--- config.mk ---
export PLATFORM = sky130hd
export DESIGN_NAME = or_merge_arbiter
export DESIGN_NICKNAME = d
export VERILOG_FILES = /design/src/rtl/or_merge_arbiter.sv
export SDC_FILE = /design/constraint.sdc
export NUM_CORES = 1
export LEC_CHECK = 0
export CORE_MARGIN = 10
export CORE_UTILIZATION = 23
export DETAILED_ROUTE_END_ITERATION = 12
export SYNTH_ARGS = -nofsm -noshare
export SYNTH_HDL_FRONTEND = slang
export SYNTH_SLANG_ARGS = --single-unit
export TNS_END_PERCENT = 5
--- constraint.sdc ---
create_clock -name clk -period 2 [get_ports clk]
set_input_delay 0.4 -clock clk [delete_from_list [all_inputs] [get_ports clk]]
set_output_delay 0.4 -clock clk [all_outputs]
set_load 0.1 [all_outputs]
--- src/rtl/or_merge_arbiter.sv ---
// Sequenced OR-merge of N_REQ requester contributions into one WIDTH-bit result.
// Each frame clears the accumulator, takes one round-robin grant per requester, then offers the result.
//
// state      | meaning
// ST_IDLE    | waiting for start, accumulator holds the last result
// ST_COLLECT | granting one unserved valid requester per cycle
// ST_DONE    | result offered on out_valid/out_data until out_ready
module or_merge_arbiter #(
  parameter int WIDTH = 8,
  parameter int N_REQ = 3
) (
  input  logic                     clk,
  input  logic                     rst_n,
  input  logic                     start,
  input  logic                     abort,
  input  logic [N_REQ-1:0]         in_valid,
  input  logic [N_REQ*WIDTH-1:0]   in_data,
  output logic [N_REQ-1:0]         in_ready,
  output logic                     out_valid,
  output logic [WIDTH-1:0]         out_data,
  input  logic                     out_ready,
  output logic                     busy
);

  localparam int PTR_W = (N_REQ > 1) ? $clog2(N_REQ) : 1;

  typedef enum logic [1:0] {ST_IDLE, ST_COLLECT, ST_DONE} state_t;

  state_t             state_q;
  logic [WIDTH-1:0]   acc_q;
  logic [N_REQ-1:0]   served_q;
  logic [PTR_W-1:0]   rr_q;
  logic               out_valid_q;
  logic               busy_q;

  logic [N_REQ-1:0]   elig;
  logic [N_REQ-1:0]   grant;
  logic [PTR_W-1:0]   grant_idx;
  logic               grant_any;
  logic [WIDTH-1:0]   grant_data;
  logic [PTR_W-1:0]   rr_d;
  logic               all_served;

  // Abort suppresses the grant so nothing is consumed in the abort cycle.
  always_comb begin
    elig      = (state_q == ST_COLLECT && !abort) ? (in_valid & ~served_q) : '0;
    grant     = '0;
    grant_idx = '0;
    grant_any = 1'b0;
    for (int i = 0; i < N_REQ; i++) begin
      for (int k = 0; k < N_REQ; k++) begin
        if (!grant_any && elig[k] && (((int'(rr_q) + i) % N_REQ) == k)) begin
          grant[k]  = 1'b1;
          grant_idx = PTR_W'(k);
          grant_any = 1'b1;
        end
      end
    end
  end

  always_comb begin
    grant_data = '0;
    for (int k = 0; k < N_REQ; k++) begin
      if (grant[k]) grant_data = grant_data | in_data[k*WIDTH +: WIDTH];
    end
  end

  assign rr_d       = (grant_idx == PTR_W'(N_REQ - 1)) ? '0 : grant_idx + PTR_W'(1);
  assign all_served = &(served_q | grant);

  always_ff @(posedge clk or negedge rst_n) begin
    if (!rst_n) begin
      state_q     <= ST_IDLE;
      acc_q       <= '0;
      served_q    <= '0;
      rr_q        <= '0;
      out_valid_q <= 1'b0;
      busy_q      <= 1'b0;
    end else if (abort) begin
      state_q     <= ST_IDLE;
      served_q    <= '0;
      out_valid_q <= 1'b0;
      busy_q      <= 1'b0;
    end else begin
      case (state_q)
        ST_IDLE: begin
          if (start) begin
            state_q  <= ST_COLLECT;
            acc_q    <= '0;
            served_q <= '0;
            busy_q   <= 1'b1;
          end
        end
        ST_COLLECT: begin
          if (grant_any) begin
            acc_q    <= acc_q | grant_data;
            served_q <= served_q | grant;
            rr_q     <= rr_d;
            if (all_served) begin
              state_q     <= ST_DONE;
              out_valid_q <= 1'b1;
            end
          end
        end
        ST_DONE: begin
          if (out_ready) begin
            state_q     <= ST_IDLE;
            out_valid_q <= 1'b0;
            busy_q      <= 1'b0;
          end
        end
        default: begin
          state_q     <= ST_IDLE;
          out_valid_q <= 1'b0;
          busy_q      <= 1'b0;
        end
      endcase
    end
  end

  assign in_ready  = grant;
  assign out_valid = out_valid_q;
  assign out_data  = acc_q;
  assign busy      = busy_q;

endmodule

; After elaboration in Yosys (flattened, before gate mapping)
; Cells that the tools add are included.
[classes]
n_addsub = 3
div_mod_pow = 3
eq_ne = 17
mux = 51
bitwise = 7
reduce_logical = 40
[op_table]
columns = cell, count
row1 = $eq A32 B2 Y1 const B, 3
row2 = $eq A32 B3 Y1 const B, 3
row3 = $logic_not A32 Y1, 3
row4 = $mod A32 B3 Y32 const B, 2
row5 = $mux W8, 5
row6 = $mod A3 B3 Y32 const B, 1
row7 = $mux W2, 13
row8 = $mux W1, 24
row9 = $or A8 B8 Y8, 3
row10 = $logic_and A1 B1 Y1, 18
row11 = $pmux W8 S2, 1
row12 = $mux W3, 4
row13 = $ne A3 B3 Y1 const B, 4
row14 = $reduce_and A3 Y1, 4
row15 = $reduce_and A4 Y1, 3
row16 = $logic_not A1 Y1, 9
row17 = $ne A2 B2 Y1 const B, 4
row18 = $pmux W1 S3, 2
row19 = $pmux W2 S3, 1
row20 = $pmux W3 S2, 1
row21 = $eq A2 B2 Y1 const B, 2
row22 = $add A2 B1 Y3 const B, 1
row23 = $add A2 B2 Y3 const B, 1
row24 = $and A3 B3 Y3, 1
row25 = other kinds (8), 8
[word_totals]
regBits = 17
inputBits = 32
elab_cells = 127

; Depth between registers and ports, before layout
[depth]
depth_word = 43
ltp_mapped = 8

; Least setup slack after synthesis
; No wires, ideal clock.
[synth_timing]
path_type = register to output
from = reg rr_q[0]
to = out in_ready[2]
arrival_ps = 1526
t_required_ps = 1600
path_slack_ps = 74
path_stages_with_launch = 7
path_cell_list = dfrtp_1 > inv_1 > ha_1 > and3b_1 > nor2b_1 > and4_1 > buf_4
[synth_between]
elab_chain_cells = 36
word_cells_on_any_way = 50
classes_between = add/sub: 2 / div: 3 / eq/ne: 6 / mux: 11 / reduce/logical: 28
[synth_lines]
columns = element, line
row1 = from (decl), 32  ; logic [PTR_W-1:0] rr_q;
row2 = from (signal assigned), 98  ; rr_q <= rr_d;
row3 = branches (longest 35 deep; another with $mod A32 B3 Y32), n/a
row4 = $mux W1 (*), 52  ; if (!grant_any && elig[k] && (((int'(rr_q) + i) % N_REQ) == k)) begin
row5 = to (decl), 18  ; output logic [N_REQ-1:0] in_ready,
; Every way passes the cells marked *.

; Final worst setup path
; Same ends and word-level chain as after synthesis.

==> run metrics <==
run status finished, violations left; failing checks setup timing; row count 22; antenna cells 0; Critical Path AT approximately 1700 ps; hold_ws 490 ps; Max H-tree Level 1; Antenna Violating Nets Remaining 0; I/O pin count 45; placed inst area approximately 1500 um2; Unique masters post-synth 32; Reg2Reg Depth 10; VDD IR max 1.01 mV; via count 962; Post-Syn Area 916 um2; number of synthesized flops with an enable pin 0; vias in the first global route 1079; Worst Clk Skew 2.04 ps; Clock Latency Late Sink 250 ps; Die Span X 83.1 um; Residual DRC 0; Initial Util 24.5%; Num CTS Buffers 3; TNS Setup -254 ps; Reg2Reg Launch Point rr_q[1]; Critical Path, Cell by Cell inv_2, ha_4, and3b_1, nor2b_2, and4_4, buf_12; WP buf/inv 2; die span in y 83.1 um; DRT iter0 DRCs 63; initial antenna violation count 0; CP top delay family simple AND/OR/NAND/NOR gates; Slowest-stage cell, CP dfrtp_1; fin worst setup slack -110 ps; P_leak approximately 0.00072 uW; Seq/Total Area, Yosys 46.4%; largest net degree at the start of global routing 18; layout net count 191; reg2reg setup slack around 130 ps; drt via density 4.72; Hold Vio Cnt, Final 0; Finished Core Util 44.3%; synth cell count leaders dfrtp_1, a21oi_1, a22oi_1, o21ai_1, nor2_1; Clock Tree Buf Depth 2; CP Max Fanout 4; total wire length 3190 um; root buf cell clkbuf_8; relative slew slack 74.6%; cell area after layout 1660 um2; Synth top area share 46.4%; max incr delay on CP 390 ps; min Tclk post-route 2110 ps; fin crit share 106%; Critical Path Start rr_q[0]; Hold Crit Class input pin to asynchronous set/reset pin; dpl hpwl 2520 um; Worst Path Required between 1500 and 2000 ps; TritonCTS clock tree yes; Max-cap violations 0; largest area contributor in the netlist dfrtp_1; Main synth FF type dfrtp_1; share of layout cells above drive strength 1 32.7%; Worst Tran Pin Value 377 ps; ys async rst share between 90% and 100%; Highest Clock Rate 0.474 GHz; Tot GR Track Use under 10%; synthesized instance count 90; critical path capture point type output pin; FF-to-FF End state_q[0]; Final Non-Filler Cells 204; Synthesis Warnings 0; port buffer count 44; Detailed Routing Iterations Pass 1 4; Syn Nets 124; top post-synthesis cells by area dfrtp_1, a22oi_1, a21oi_1, o21ai_1, a31o_1; Max Slew Vio Count 0; Synth Area per Inst ~10 um2; GP Congestion 0.885; drt wl/cell about 16 um; final setup fails 3; count leader, synth dfrtp_1; crit path kind flip-flop to output pin; clock net sink count 17; Power Density 1300 nW/um2; unrepaired setup endpoints after global routing true; crit path to in_ready[2]; Seq cells post-synth 17; Worst path depth 6; placed cell count 197; Worst setup SP type flip-flop; die area about 6900 um2; Clock transition at path regs 60 ps; area grow syn2layout 81.0%; first-pass GRT wire length 5290 um; Placeable Area between 3000 and 4000 um2; fillers around 360; global route overflow 0
-- kinds of logic after synthesis --
family | synth area share [%]
buffers and inverters | 3.41
AND/OR/NAND/NOR | 19.1
AO/OA/AOI/OAI | 28.3
adder cells (fa/ha/maj) | 2.73
flip-flops | 46.4
-- area by class of cell --
cell class	instances	area (um2)	area share [%]
well taps	48	60.1	3.62
repair buffers	65	606	36.5
inverters	3	13.8	0.830
multi-input cells	67	508	30.6
clock buffers	4	45.0	2.72
flip-flops and latches	17	425	25.7
-- registers in the layout, summed over array words and instances, names as in the netlist --
register / cells
out_data: 8
served_q: 3
rr_q: 2
state_q: 2
busy: 1
out_valid: 1
-- through the flow --
stage | setup slack, ps | total power [uW]
final | -110 | 2150
after CTS | -105 | 2120
after floorplan | 74.3 | 1370
after detailed placement | -204 | 1770
after global placement | -181 | 1760
after global routing | -166 | 2260
-- timing repair --
item	CTS	global route
resized for setup	10	4
buffers inserted	2	1
hold buffers	0	0
endpoints found under the setup margin	3	3
pin swaps	7	3
hold endpoints to repair	0	0
-- layout by cell type, fill, tap and decap left out, types with 2 or more instances in the layout --
master and count:
a21o_1 3, a21oi_1 10, a22oi_1 8, a31o_1 3, a31oi_1 2, buf_12 3, buf_4 30, clkbuf_8 3
clkdlybuf4s50_1 30, dfrtp_1 17, ha_4 2, nand2b_1 2, nand3b_1 2, nor2_1 5, o21a_1 2, o21ai_1 8
-- worst min-delay path by stage --
stage | startpoint | endpoint | slack [ps] | cells past startpoint
after detailed placement | served_q[2] | served_q[2] | 500 | 1
after CTS | rst_n | out_data[7] | 500 | 2
final | rst_n | served_q[0] | 490 | 2
after floorplan | rst_n | busy | 100 | 0
after global routing | rst_n | out_data[6] | 520 | 2
after global placement | out_valid | out_valid | 500 | 1
-- routing by layer --
metal | track usage, % | routed length [um] | up-vias
li1 | - | - | 471
met5 | 0 | 0 | -
met3 | 2.25 | 151 | 4
met1 | 11.0 | 1400 | 455
met2 | 15.0 | 1590 | 32
met4 | 4.31 | 51 | 0
-- report_power, final --
part | internal, uW | total [uW] | switching (uW)
logic | 469 | 1380 | 913
registers | 445 | 512 | 67.2
clock network | 141 | 253 | 112
No activity file was read; power rests on OpenSTA's default activity.
